### src/rtl/md_fp32_pkg.sv
// Shared fp32 field definitions and helpers for the pair-force pipeline
// (cutoff filter, fp32_sqrt_lut and the force stages behind them).
package md_fp32_pkg;

  localparam int         SIGN_BIT = 31;
  localparam int         EXP_MSB  = 30;
  localparam int         EXP_LSB  = 23;
  localparam logic [7:0] EXP_ALL1 = 8'hFF;

  // Tag width used by pipeline stages that carry the default packed index pair.
  localparam int PAIR_TAG_W = 16;

  // One candidate pair as it travels between stages.
  typedef struct packed {
    logic [31:0]           r2;
    logic [PAIR_TAG_W-1:0] tag;
  } pair_t;

  // True for +denormal, +normal; false for +/-0, any negative, inf and NaN.
  function automatic logic fp32_is_pos_finite_nonzero(input logic [31:0] v);
    return !v[SIGN_BIT] && (v[EXP_MSB:0] != '0) && (v[EXP_MSB:EXP_LSB] != EXP_ALL1);
  endfunction

  // True when v is a usable cutoff: non-negative and not NaN (+inf is allowed).
  function automatic logic fp32_is_valid_cutoff(input logic [31:0] v);
    return !v[SIGN_BIT] && !((v[EXP_MSB:EXP_LSB] == EXP_ALL1) && (v[EXP_LSB-1:0] != '0));
  endfunction

endpackage

### src/rtl/sync_fifo_fwft.sv
// First-word fall-through synchronous FIFO. The head entry is always visible
// on rdata; occupancy is tracked explicitly and full/empty derive from it.
module sync_fifo_fwft #(
  parameter  int WIDTH = 48,
  parameter  int DEPTH = 8,
  localparam int PTR_W = $clog2(DEPTH),
  localparam int LVL_W = $clog2(DEPTH) + 1
) (
  input  logic             clk,
  input  logic             rst_n,
  input  logic             clear,
  input  logic             push,
  input  logic             pop,
  input  logic [WIDTH-1:0] wdata,
  output logic [WIDTH-1:0] rdata,
  output logic [LVL_W-1:0] level
);

  logic [WIDTH-1:0] mem [DEPTH];
  logic [PTR_W-1:0] wr_ptr;
  logic [PTR_W-1:0] rd_ptr;
  logic             do_push;
  logic             do_pop;

  // Overflow/underflow and flush protection so callers may drive push/pop loosely.
  assign do_push = push && !clear && (level != LVL_W'(DEPTH));
  assign do_pop  = pop  && !clear && (level != '0);

  assign rdata = mem[rd_ptr];

  // Storage array: data only, never reset.
  always_ff @(posedge clk) begin
    if (do_push) mem[wr_ptr] <= wdata;
  end

  // Pointer and occupancy bookkeeping; pointers wrap naturally at DEPTH.
  always_ff @(posedge clk or negedge rst_n) begin
    if (!rst_n) begin
      wr_ptr <= '0;
      rd_ptr <= '0;
      level  <= '0;
    end else if (clear) begin
      wr_ptr <= '0;
      rd_ptr <= '0;
      level  <= '0;
    end else begin
      if (do_push) wr_ptr <= wr_ptr + 1'b1;
      if (do_pop)  rd_ptr <= rd_ptr + 1'b1;
      if (do_push && !do_pop)      level <= level + 1'b1;
      else if (!do_push && do_pop) level <= level - 1'b1;
    end
  end

endmodule

### src/rtl/r2_cutoff_filter.sv
// Cutoff-sphere filter ahead of the sqrt stage: drops pairs with r2 outside
// the cutoff, self-pairs and non-finite encodings, and queues survivors.
module r2_cutoff_filter
  import md_fp32_pkg::*;
#(
  parameter int TAG_W = 16,
  parameter int DEPTH = 8,
  parameter int CNT_W = 32
) (
  input  logic                   clk,
  input  logic                   rst_n,
  input  logic                   clear,
  input  logic [31:0]            cfg_rc2,
  input  logic                   in_valid,
  output logic                   in_ready,
  input  logic [31:0]            in_r2,
  input  logic [TAG_W-1:0]       in_tag,
  output logic                   out_valid,
  input  logic                   out_ready,
  output logic [31:0]            out_r2,
  output logic [TAG_W-1:0]       out_tag,
  output logic [$clog2(DEPTH):0] fifo_level,
  output logic [CNT_W-1:0]       cnt_pass,
  output logic [CNT_W-1:0]       cnt_drop
);

  localparam int LVL_W = $clog2(DEPTH) + 1;

  typedef struct packed {
    logic [31:0]      r2;
    logic [TAG_W-1:0] tag;
  } rec_t;

  rec_t wr_rec;
  rec_t rd_rec;
  logic accept;
  logic r2_pass;
  logic push;
  logic drop;
  logic pop;

  // Statistics counters hold at all-ones instead of wrapping.
  function automatic logic [CNT_W-1:0] sat_inc(input logic [CNT_W-1:0] c);
    return (&c) ? c : c + 1'b1;
  endfunction

  // For non-negative fp32 the 31-bit magnitude orders like an unsigned integer,
  // so a plain compare of bits [30:0] is a valid r2 < rc2 test.
  assign r2_pass = fp32_is_pos_finite_nonzero(in_r2) &&
                   fp32_is_valid_cutoff(cfg_rc2) &&
                   (in_r2[EXP_MSB:0] < cfg_rc2[EXP_MSB:0]);

  // No pop bypass: a full FIFO stalls upstream regardless of out_ready.
  assign in_ready  = rst_n && (fifo_level != LVL_W'(DEPTH));
  assign accept    = in_valid && in_ready;
  assign push      = accept && r2_pass && !clear;
  assign drop      = accept && !r2_pass && !clear;
  assign out_valid = (fifo_level != '0);
  assign pop       = out_valid && out_ready;

  assign wr_rec.r2  = in_r2;
  assign wr_rec.tag = in_tag;

  // Head is don't-care when empty; present zeros so reset shows clean outputs.
  assign out_r2  = out_valid ? rd_rec.r2  : '0;
  assign out_tag = out_valid ? rd_rec.tag : '0;

  sync_fifo_fwft #(
    .WIDTH ($bits(rec_t)),
    .DEPTH (DEPTH)
  ) u_fifo (
    .clk   (clk),
    .rst_n (rst_n),
    .clear (clear),
    .push  (push),
    .pop   (pop),
    .wdata (wr_rec),
    .rdata (rd_rec),
    .level (fifo_level)
  );

  // Pass/drop statistics; a flush zeroes them and ignores that edge's accept.
  always_ff @(posedge clk or negedge rst_n) begin
    if (!rst_n) begin
      cnt_pass <= '0;
      cnt_drop <= '0;
    end else if (clear) begin
      cnt_pass <= '0;
      cnt_drop <= '0;
    end else begin
      if (push) cnt_pass <= sat_inc(cnt_pass);
      if (drop) cnt_drop <= sat_inc(cnt_drop);
    end
  end

endmodule

### config.mk
export PLATFORM = sky130hd
export DESIGN_NAME = r2_cutoff_filter
export DESIGN_NICKNAME = d
export VERILOG_FILES = /design/src/rtl/md_fp32_pkg.sv /design/src/rtl/sync_fifo_fwft.sv /design/src/rtl/r2_cutoff_filter.sv
export SDC_FILE = /design/constraint.sdc
export NUM_CORES = 1
export LEC_CHECK = 0
export ABC_CLOCK_PERIOD_IN_PS = 6800
export CAP_MARGIN = 0
export CORE_ASPECT_RATIO = 0.9
export CORE_MARGIN = 2
export CORE_UTILIZATION = 40
export DETAILED_ROUTE_END_ITERATION = 16
export PLACE_DENSITY_LB_ADDON = 0.15
export SKIP_CTS_REPAIR_TIMING = 1
export SLEW_MARGIN = 20
export SYNTH_ARGS = -nofsm -noshare
export SYNTH_HDL_FRONTEND = slang
export SYNTH_SLANG_ARGS = --single-unit
### constraint.sdc
create_clock -name clk -period 6.8 [get_ports clk]
set_input_delay 1.36 -clock clk [delete_from_list [all_inputs] [get_ports clk]]
set_output_delay 1.36 -clock clk [all_outputs]
set_load 0.01 [all_outputs]
==> results.md, run 1 <==
- For this design the ratio of total power to cell area is 309 nW/um^2.
- In this run the horizontal extent of the chip is 237 um.
- The total via count after detailed routing is 11,044.
- Measured along the y axis, the die boundary spans between 200 and 250 um.
- The cell chosen for the clock root is sky130_fd_sc_hd__clkbuf_16.
- The worst hold path endpoint is cnt_drop[1].
- Port buffering added about 200 buffers.
- The class of the tightest hold or removal check is reg -> reg.
- After synthesis, flip-flops and latches occupy between 60% and 70% of the total area.
- The clock latency on the worst-skew pair is 0.58 ns.
- The startpoint kind of the worst setup timing path is an input port.
- After filler insertion, the fill cell instance count of the layout stands at 4,002.
- The post-route non-filler standard cell count is just over 2,000.
- The initial utilization of the core area, before any placement, comes to 40.7%.
- After detailed routing, the number of vias per cell comes to about 5.4.
- The H-tree depth is 2.
- A synthesized cell averages 16.7 um^2.
- The number of nets in the layout is 1,511.
- Clock-pin slew was measured on the worst setup and hold paths at 0.06 ns.
- The worst hold path cell count is 2.
- TritonCTS built the clock tree.
- The number of max-cap violations is 0.
- The analysis attributes to cell leakage a power of 8.00 nW.
- During synthesis, Yosys emitted a total of 0 warnings.
- The routing usage on met2 is 29.2%.
- Measured in cells, the most critical reg-to-reg path has a length of 14.
- The worst path required time is 7.23 ns.
- The final routed wire length divided by cell count is roughly 22 um.
- The clock skew after layout is ~0.018 ns.
- The count of unique library cells instantiated by Yosys is 58.
- The row count is 76.
- The first-iteration detailed-routing DRC count is 663.
- For met1 alone, demand over resource in global routing was 25.6%.
- The max-slew violation count was 0.
- The number of iterations in the first detailed-routing pass is 5.
- The shortest clock period the worst path allows after layout is 4.91 ns.
- The detailed placer's ending HPWL is 27,900 um.
- Synthesis produced a netlist with a net count of roughly 1,300.
- The global router's overall resource usage is a little under a fifth.
- In this run, synthesis inferred roughly 380 flip-flops with an integrated enable.
- Leaving out fill and tap cells, the most frequent cell in the layout is sky130_fd_sc_hd__edfxtp_1.
- The placer congestion estimate is 0.790.
- The library cells used most frequently in the layout, excluding fill and tap cells, are sky130_fd_sc_hd__edfxtp_1 (384), sky130_fd_sc_hd__clkdlybuf4s50_1 (200), sky130_fd_sc_hd__nor2_1 (124).
- Setup violations remaining at the end of the flow were counted as 0.
- STA puts the critical path data arrival time at ~5.3 ns.
- The placeable core region is between 40,000 and 50,000 um^2.
- The full die area is 50,700 um^2.
- The number of antenna violations at the first check in global routing was 5.
- The final-report hold violation count came to 0.
- For this run, asynchronously set or reset flops after synthesis account for 16.2%.
- The critical path is of the in -> reg type.
- Static timing analysis puts the maximum clock frequency at roughly 0.20 GHz.
- The number of buffers inserted during clock tree synthesis is 49.
- The synthesized netlist occupies a cell area of 19,600 um^2.
- The worst voltage drop across the vdd grid is between 0.15 and 0.2 mV.
- The highest-utilization routing layer at the global route stage is met2.
- Entering global routing, the biggest net connects 76 pins.
- The total global routing overflow is 0.
- The startpoint identified for the worst register-to-register timing path is u_fifo.level[0].
- The synthesized design contains 458 register bits.
- The worst hold path begins at cnt_drop[1].
- Setup slack on the worst reg-to-reg path comes out at between 3 and 4 ns.
- The type of element capturing the critical path is a register.
- Synthesis produced 1,171 cells.
- In the final layout, the share of cells above drive strength 1 is 16.2%.
- After layout, the worst path uses 72.2% of the clock period.
- The number of nets with antenna violations after routing is 0.
- In this run the worst path has a maximum fanout of 31.
- For this design the top-level I/O count stands at 203.
- The residual DRC count is 0.
- At the pin with the least slew margin, the transition time is roughly 1.1 ns.
- The post-route setup TNS is 0 ns.
- The global-route met3 utilization is 2.97%.
- The most common flop cell mapped by yosys is sky130_fd_sc_hd__edfxtp_1.
- Headroom to the max-slew limit came out at 25.4%.
- The sum of routed wire length over all layers is 45,700 um.
- Including well taps, the total number of placed cells is just under 2,000.
- The worst register-to-register path ends at u_fifo.level[3].
- The area added between synthesis and finish is 22.7%.
- Setup repair after global routing left no endpoint under its margin.
- The run finished with clean final reports.
- The via count of the first global-routing pass came to 11,286.
- CTS saw 458 sinks.
- The maximum buffer depth of the clock tree is 3.
- The global-route wire length before repair is 69,400 um.
-- sequential cells by signal (all words and copies together), names as in the netlist --
register / count
cnt_drop: 32
cnt_pass: 32
u_fifo.level: 4
u_fifo.mem: 384
u_fifo.rd_ptr: 3
u_fifo.wr_ptr: 3
-- metal layers --
metal  vias up  wire length, um  part of all wire (%)
li1       4978                -                     -
met1      5758            20800                    46
met2       241            21800                    48
met3        65             2080                   4.5
met4         2              984                   2.2
met5         -               14                 0.031
-- how the worst max path moves through the flow --
stage	cells past startpoint	end	slack [ns]	start
4_1_cts	5	out_r2[30]	1.75	u_fifo.rd_ptr[0]
3_3_place_gp	17	u_fifo.level[3]	1.36	in_r2[18]
6_report	17	u_fifo.level[3]	1.89	in_r2[18]
2_1_floorplan	11	u_fifo.mem[6][0]	1.11	cfg_rc2[18]
5_1_grt	17	u_fifo.level[3]	1.55	in_r2[18]
3_5_place_dp	17	u_fifo.level[3]	1.25	in_r2[18]
-- synth_stat cells, drive strengths merged, types with 12 or more instances --
library cell,instances,area share [%]
edfxtp,384,59
nand2,32,0.64
nor4,27,1.2
nand3,30,0.79
nor2,125,2.4
ha,36,2.3
mux4,96,11
and3,17,0.57
nand4,29,1.1
dfrtp,74,9.5
o21ai,12,0.31
a21oi,21,0.54
xnor2,30,1.3
mux2i,53,2.7
buf,20,0.54
inv,42,0.81
xor2,26,1.2
clkbuf,34,0.65
nor3,16,0.57
-- report_power, final --
group	switching, W	internal [W]	leakage, nW	total [W]
clock network	0.00106	0.00160	0.778	0.00267
logic	0.000713	0.000854	2.74	0.00157
registers	0.000118	0.00306	4.48	0.00318
-- cell families (layout without fill, tap and decap cells) --
group           count (synthesis)  after routing  synth area share [%]
simple gates                  320            320                  9.07
compound gates                 51             51                  1.57
fa+ha+maj                      37             37                  2.41
buf+inv                        96            348                  2.00
flops                         458            458                  68.4
xor+xnor                       56             56                  2.51
mux                           153            153                  14.0
other cells                     0              4                     0
-- critical path, stage by stage --
cell	delay [ns]
sky130_fd_sc_hd__clkdlybuf4s50_1	0.67
sky130_fd_sc_hd__ha_1	0.33
sky130_fd_sc_hd__a21oi_1	0.15
sky130_fd_sc_hd__o21ai_0	0.10
sky130_fd_sc_hd__a221oi_1	0.49
sky130_fd_sc_hd__o22ai_1	0.18
sky130_fd_sc_hd__nor3_2	0.18
sky130_fd_sc_hd__nand2_2	0.10
sky130_fd_sc_hd__buf_4	0.28
sky130_fd_sc_hd__or3_1	0.41
sky130_fd_sc_hd__ha_1	0.29
sky130_fd_sc_hd__a21o_1	0.18
sky130_fd_sc_hd__a21oi_1	0.16
sky130_fd_sc_hd__and3_1	0.17
sky130_fd_sc_hd__mux2i_1	0.08
sky130_fd_sc_hd__xor2_1	0.16
sky130_fd_sc_hd__nor2_1	0.05
-- stage by stage --
step	worst slack (ns)	area [um^2]	hold slack (ns)	power, W	utilization [%]
after floorplan	1.11	19600	0.539	0.00412	-
after global placement	1.36	22400	0.555	0.00484	46.6
after detailed placement	1.25	22400	0.569	0.00485	46.6
after CTS	1.75	24000	0.574	0.00754	50.0
after global routing	1.55	24000	0.591	0.00775	50.0
final	1.89	24000	0.578	0.00741	50.0
-- area by class of cell --
type,instances,area (um^2),area share [%]
Tap cell,624,781,3.25
Antenna cell,4,10.0,0.0417
Sequential cell,458,13400,55.8
Multi-Input combinational cell,617,5840,24.3
Inverter,42,158,0.657
Timing Repair Buffer,221,2210,9.20
Clock inverter,30,339,1.41
Clock buffer,55,1270,5.29
No activity file was read; power rests on OpenSTA's default activity.
==> run 2, diff against run 1 <==
- ABC_CLOCK_PERIOD_IN_PS: 6800 -> 5100
- clock period: 6.8 -> 5.1 ns (I/O delays scaled with it)
==> results.md, run 2 (same netlist as run 1, synthesis figures left out) <==
- The number of fill cells is 3,985 (-0.42%).
- The worst slew margin relative to its limit was 37.5% (+12 points).
- The count of boundary I/O pins is 203 (unchanged).
- The biggest fanout along the worst timing path is 4 (-87%).
- The total global routing overflow is 0 (unchanged).
- The number of clock sinks seen by CTS is 458 (unchanged).
- The final-report hold violation count came to 0 (unchanged).
- TritonCTS built the clock tree.
- The top cell types in the final layout, fill and taps aside, are sky130_fd_sc_hd__edfxtp_1 (384), sky130_fd_sc_hd__clkdlybuf4s50_1 (200), sky130_fd_sc_hd__nor2_1 (124).
- The switching power total is 0.00260 W (+37%).
- The placer congestion estimate is 0.770 (-2.5%).
- The leakage power figure is 8.17 nW (+2.2%).
- The power per unit of standard cell area is 409 nW/um^2 (+32%).
- The post-route setup TNS is 0 ns (unchanged).
- The total placed instance area was 22,700 um^2 (+1.4%).
- The H-tree depth was 2 (unchanged).
- The worst path required time is 5.53 ns (-1.70 ns).
- The post-route core utilization is 50.7% (+0.68 points).
- The flow ran to the end, and the final reports show no timing, DRC or antenna violations.
- The row count is 76 (unchanged).
- The number of flip-flops in the largest register was 384 (unchanged).
- The global router's overall resource usage was 18.3% (+0.13 points).
- The number of nets with antenna violations after routing was 0 (unchanged).
- The switching share of power was 26.2% (+0.61 points).
- The starting density of the core came to 40.7% (unchanged).
- The worst voltage drop across the vdd grid was 0.337 mV (+90%).
- The full die area is 50,700 um^2 (unchanged).
- The number of iterations in the first detailed-routing pass is 7 (+2).
- The shortest clock period the worst path allows after layout is ~4.4 ns.
- Compared with the post-synthesis result, the final layout area differs by 24.4%.
- The critical path data arrival time is 4.79 ns (-0.55 ns).
- The maximum buffer depth of the clock tree was 3 (unchanged).
- The fraction of final layout cells sized beyond drive strength 1 is 18.0% (+1.7 points).
- The worst setup path is captured at a register.
- The detailed placer's ending HPWL is 28,300 um (+1.6%).
- The floorplan die width is 237 um (unchanged).
- The detail-routed via count per cell came to 5.34 (-0.76%).
- The sum of routed wire length over all layers was 45,900 um (+0.43%).
- The portion of total power attributed to the clock network was 35.8% (-0.2 points).
- The number of nets in the layout is 1,537 (+1.7%).
- The most common cell after layout, fill and taps aside is sky130_fd_sc_hd__edfxtp_1.
- The global-route wire length before repair is 69,800 um (+0.62%).
- The worst hold slack is 0.236 ns (-0.342 ns).
- The portion of the clock cycle consumed by the worst path in the final layout is 85.6%.
- The clock skew after layout came to 0.0334 ns (+0.0157 ns).
- The clock transition at the register clock pins on the worst setup and hold paths after CTS came to 0.06 ns (about the same).
- The cell chosen for the clock root is sky130_fd_sc_hd__clkbuf_16.
- The class of the tightest hold or removal check is in -> async.
- The max-slew violation count is 0 (unchanged).
- The internal power was 0.00734 W (+33%).
- The final routed wire length divided by cell count is 22.1 um (-0.88%).
- The first-iteration detailed-routing DRC count is 849 (+28%).
- The count of placed standard cells including taps is 1,988 (+1.3%).
- The slew at the pin closest to its max-slew limit was 0.938 ns (-0.181 ns).
- The register with the most flip-flops in the final layout is u_fifo.mem.
- The fraction of power consumed by sequential logic is 42.1% (-0.8 points).
- The clock latency on the worst-skew pair is 0.60 ns (+0.02 ns).
- The maximum number of pins on one net before global-route repair is 73 (-3.9%).
- The final non-filler cell area is 24,300 um^2 (+1.4%).
- The number of setup violations in the final report came to 0 (unchanged).
- The number of antenna violations at the first check in global routing was 0 (-5).
- Setup repair after global routing left no endpoint under its margin.
- The antenna diode count is 0 (-4).
- The post-route non-filler standard cell count is 2,078 (+1.3%).
- The number of buffers inserted during clock tree synthesis came to 49 (unchanged).
- The number of max-cap violations is 0 (unchanged).
- The total via count after detailed routing is 11,104 (+0.54%).
- The via count of the first global-routing pass is 11,470 (+1.6%).
- The placeable core region is 48,000 um^2 (unchanged).
- The number of buffers added on ports came to 202 (unchanged).
- STA classifies the critical path startpoint as an input port.
- Static timing analysis puts the maximum clock frequency at between 0.2 and 0.25 GHz.
- The critical path is of the in -> reg type.
- The portion of total power attributed to combinational logic came to 22.1% (+1.0 points).
- The residual DRC count is 0 (unchanged).
- The largest registers in the layout are u_fifo.mem: 384 flops, cnt_drop: 32 flops, cnt_pass: 32 flops.
- The die extent in y is 214 um (unchanged).
[run 2: cell count changes in the layout (fill, tap and decap cells not counted), moves of 2 or more]
| cell | change |
|---|---|
| sky130_fd_sc_hd__buf_4 | +16 |
| sky130_fd_sc_hd__clkinv_2 | +6 |
| sky130_fd_sc_hd__clkinv_16 | +2 |
| sky130_fd_sc_hd__clkinvlp_4 | -2 |
| sky130_fd_sc_hd__buf_12 | +10 |
| sky130_fd_sc_hd__diode_2 | -4 |
[run 2: worst paths after layout]
check	from	end	slack, ns	depth (start not counted)
max	cfg_rc2[22]	u_fifo.level[3]	0.73	16
min	rst_n	cnt_pass[8]	0.24	1
max reg2reg	u_fifo.level[1]	u_fifo.level[3]	1.73	13
min reg2reg	cnt_pass[13]	cnt_pass[13]	0.57	2
max in group asynchronous	rst_n	u_fifo.rd_ptr[1]	3.64	2
min in group clk	cnt_pass[13]	cnt_pass[13]	0.57	2
[run 2: power groups by stage]
stage	combinational, W	sequential, W	clock [W]
6_report	0.00220	0.00419	0.00356
3_5_place_dp	0.00225	0.00427	0
5_1_grt	0.00238	0.00420	0.00380
4_1_cts	0.00225	0.00419	0.00365
3_3_place_gp	0.00224	0.00427	0
2_1_floorplan	0.00132	0.00418	0
[run 2: metrics by stage]
step	total power (W)	setup slack (ns)
after detailed placement	0.00652	0.160
final	0.00995	0.732
after CTS	0.0101	0.770
after global routing	0.0104	0.528
after floorplan	0.00550	0.438
after global placement	0.00651	0.208
[run 2: layout make-up]
class | count | area [um^2] | share of cell area (%)
flip-flops and latches | 458 | 13400 | 55.1
well taps | 624 | 781 | 3.21
clock buffers | 54 | 1240 | 5.12
clock inverters | 36 | 380 | 1.56
repair buffers | 247 | 2530 | 10.4
inverters | 42 | 158 | 0.648
multi-input cells | 617 | 5840 | 24.0
[run 2: worst max-delay path, cell delays in order]
cell                              delay, ns
sky130_fd_sc_hd__clkdlybuf4s50_1       0.62
sky130_fd_sc_hd__inv_1                 0.08
sky130_fd_sc_hd__ha_1                  0.30
sky130_fd_sc_hd__and4_1                0.21
sky130_fd_sc_hd__a221oi_1              0.53
sky130_fd_sc_hd__o22ai_1               0.20
sky130_fd_sc_hd__nor3_2                0.23
sky130_fd_sc_hd__nand2_2               0.13
sky130_fd_sc_hd__or3_1                 0.38
sky130_fd_sc_hd__ha_1                  0.29
sky130_fd_sc_hd__a21o_1                0.17
sky130_fd_sc_hd__a21oi_1               0.17
sky130_fd_sc_hd__and3_1                0.17
sky130_fd_sc_hd__mux2i_1               0.07
sky130_fd_sc_hd__xor2_1                0.15
sky130_fd_sc_hd__nor2_1                0.05
[run 2: per-layer routing]
layer	GRT usage, %	part of all wire (%)	vias to the layer above
met5	0	0	-
met4	4.84	2.0	0
met3	3.13	4.4	64
met2	29.7	47	251
met1	25.9	47	5752
li1	-	-	5037
==> run 3, diff against run 2 <==
- CORE_MARGIN: 2 -> not set
- SLEW_MARGIN: 20 -> not set
==> results.md, run 3 (same netlist as run 1, synthesis figures left out) <==
- The flow ran to the end, and the final reports show no timing, DRC or antenna violations.
- The residual DRC count is 0 (unchanged).
- The sum of routed wire length over all layers is 46,700 um (+1.5%).
- The total global routing overflow was 0 (unchanged).
- The setup path with the least slack is of type reg -> out.
- The fraction of final layout cells sized beyond drive strength 1 is 17.3% (-0.64 points).
- The die extent in y is 212 um (-0.94%).
- The H-tree depth is 2 (unchanged).
- The switching power total is 0.00254 W (-2.3%).
- The first-iteration detailed-routing DRC count is 729 (-14%).
- The post-route core utilization is 50.5% (-0.15 points).
- The internal power is 0.00733 W (-0.21%).
- The class of the tightest hold or removal check is reg -> reg.
- The number of iterations in the first detailed-routing pass is 4 (-3).
- The full die area is 49,800 um^2 (-1.8%).
- The power per unit of standard cell area is 407 nW/um^2 (-0.47%).
- The area added between synthesis and finish is 24.0%.
- The floorplan die width was 235 um (-0.84%).
- The number of clock sinks seen by CTS is 458 (unchanged).
- The largest register by flop count is u_fifo.mem.
- The number of max-cap violations was 0 (unchanged).
- The number of setup violations in the final report is 0 (unchanged).
- The setup slack of the worst register-to-register path is 1.77 ns (+0.04 ns).
- The worst hold slack is 0.563 ns (+0.327 ns).
- The number of flip-flops in the largest register is 384 (unchanged).
- The clock transition at the register clock pins on the worst setup and hold paths after CTS came to 0.06 ns (about the same).
- The starting density of the core is 40.7% (unchanged).
- The count of boundary I/O pins was 203 (unchanged).
- The total placed instance area was 22,700 um^2 (about the same).
- The worst setup path is captured at an output pin.
- The routing usage on met2 is 29.9% (+0.24 points).
- The final non-filler cell area is 24,300 um^2 (-0.30%).
- The clock latency on the worst-skew pair is 0.58 ns (-0.02 ns).
- The detailed placer's ending HPWL is 28,500 um (+0.79%).
- TritonCTS built the clock tree.
- The top cell types in the final layout, fill and taps aside, are sky130_fd_sc_hd__edfxtp_1 (384), sky130_fd_sc_hd__clkdlybuf4s50_1 (200), sky130_fd_sc_hd__nor2_1 (124).
- The number of nets in the layout came to 1,541 (+0.26%).
- The maximum buffer depth of the clock tree is 3 (unchanged).
- The global router's overall resource usage was 19.2% (+0.85 points).
- The total via count after detailed routing is 11,130 (+0.23%).
- The post-route setup TNS is 0 ns (unchanged).
- The row count is 76 (unchanged).
- The number of buffers inserted during clock tree synthesis is 49 (unchanged).
- The count of placed standard cells including taps is 1,992 (+0.20%).
- The number of nets with antenna violations after routing came to 0 (unchanged).
- The worst setup path is launched from a register.
- The leakage power figure is 8.14 nW (-0.35%).
- The max-slew violation count was 0 (unchanged).
- The post-route non-filler standard cell count came to 2,081 (+0.14%).
- The area of all sequential standard cells is 13,400 um^2 (unchanged).
- The global-route met3 utilization is 2.99% (-0.14 points).
- The detail-routed via count per cell is 5.35 (about the same).
- The worst slew margin relative to its limit is 32.5% (-4.9 points).
- The critical path data arrival time was 3.24 ns (-1.55 ns).
- The highest-utilization routing layer at the global route stage is met2.
- The highest achievable clock rate was 0.235 GHz (+2.6%).
- The worst voltage drop across the vdd grid is 0.251 mV (-26%).
- The via count of the first global-routing pass is 11,428 (-0.37%).
- The slew at the pin closest to its max-slew limit came to 1.01 ns (+0.0741 ns).
- The largest registers in the layout are u_fifo.mem: 384 flops, cnt_drop: 32 flops, cnt_pass: 32 flops.
- The met1 track demand over resource is 27.8% (+1.9 points).
- The area used by multi-input combinational logic is 5840 um^2 (unchanged).
- The portion of total power attributed to the clock network is 35.4% (-0.4 points).
- The cell chosen for the clock root is sky130_fd_sc_hd__clkbuf_16.
- The global-route wire length before repair is 71,700 um (+2.7%).
- The shortest clock period the worst path allows after layout came to 4.26 ns (-0.110 ns).
- The portion of the clock cycle consumed by the worst path in the final layout is 83.5% (-2.2 points).
- The clock skew after layout was 0.0216 ns (-0.0118 ns).
- The worst path required time came to 4.08 ns (-1.45 ns).
- The maximum number of pins on one net before global-route repair is 75 (+2.7%).
- The portion of total power attributed to combinational logic is 21.9% (-0.2 points).
- The placer congestion estimate was 0.779 (+1.2%).
- The biggest fanout along the worst timing path is 33 (+29).
- The final routed wire length divided by cell count came to 22.4 um (+1.4%).
- The most common cell after layout, fill and taps aside is sky130_fd_sc_hd__edfxtp_1.
- Setup repair after global routing left no endpoint under its margin.
- The fraction of power consumed by sequential logic is 42.8% (+0.7 points).
- The final-report hold violation count is 0 (unchanged).
- The number of fill cells came to 4,003 (+0.45%).
- The number of buffers added on ports was 202 (unchanged).
- The switching share of power is 25.8% (-0.41 points).
- The number of antenna violations at the first check in global routing is 2 (+2).
- The placeable core region is 48,000 um^2 (unchanged).
==> run 3: cell types whose count changed in the layout (fill, tap and decap cells not counted) <==
cell                         previous run  this run
sky130_fd_sc_hd__clkinv_2              14         5
sky130_fd_sc_hd__buf_4                 32        39
sky130_fd_sc_hd__diode_2                0         1
sky130_fd_sc_hd__clkbuf_1               5        17
sky130_fd_sc_hd__clkinv_16              2         0
sky130_fd_sc_hd__buf_12                14        11
sky130_fd_sc_hd__clkinvlp_4             2         0
sky130_fd_sc_hd__clkinv_4               1         0
sky130_fd_sc_hd__clkbuf_16             49        51
sky130_fd_sc_hd__bufinv_16              6         5
sky130_fd_sc_hd__clkinv_1              10         9
==> run 3: metrics by stage <==
stage	setup slack [ns]	total power, W
4_1_cts	0.769	0.0100
5_1_grt	0.652	0.0103
3_5_place_dp	0.330	0.00651
3_3_place_gp	0.355	0.00651
6_report	0.842	0.00987
2_1_floorplan	0.438	0.00550
==> run 3: worst paths after layout <==
path / endpoint / cells after the start / from
max: out_r2[25] / 5 / u_fifo.rd_ptr[0]
min: cnt_pass[10] / 2 / cnt_pass[10]
max reg2reg: u_fifo.level[3] / 13 / u_fifo.level[1]
min reg2reg: cnt_pass[10] / 2 / cnt_pass[10]
max in group asynchronous: u_fifo.rd_ptr[1] / 2 / rst_n
min in group asynchronous: cnt_pass[10] / 2 / rst_n
==> run 3: critical path, stage by stage, from the launching register on <==
cell and delay, ns:
sky130_fd_sc_hd__dfrtp_4 0.83, sky130_fd_sc_hd__buf_12 0.34, sky130_fd_sc_hd__mux4_2 0.56, sky130_fd_sc_hd__mux2i_1 0.21
sky130_fd_sc_hd__nor2_1 0.14, sky130_fd_sc_hd__clkdlybuf4s50_1 0.51
==> run 3: power by group through the flow <==
stage               clock network, W  registers (W)  logic (W)
finish                       0.00349        0.00422    0.00216
global route                 0.00374        0.00423    0.00234
CTS                          0.00359        0.00423    0.00222
detailed placement                 0        0.00430    0.00221
global placement                   0        0.00430    0.00221
floorplan                          0        0.00418    0.00132
==> run 3: cell type report <==
class,count,share of cell area [%]
Inverter,42,0.650
Clock inverter,20,0.898
Timing Repair Buffer,251,10.4
Multi-Input combinational cell,617,24.1
Sequential cell,458,55.2
Clock buffer,68,5.52
Antenna cell,1,0.0103
Tap cell,624,3.22
==> run 3: routing by layer <==
metal	share of wire [%]	up-vias
li1	-	5054
met1	47	5783
met2	47	234
met3	4.3	59
met4	1.9	0
met5	0	-
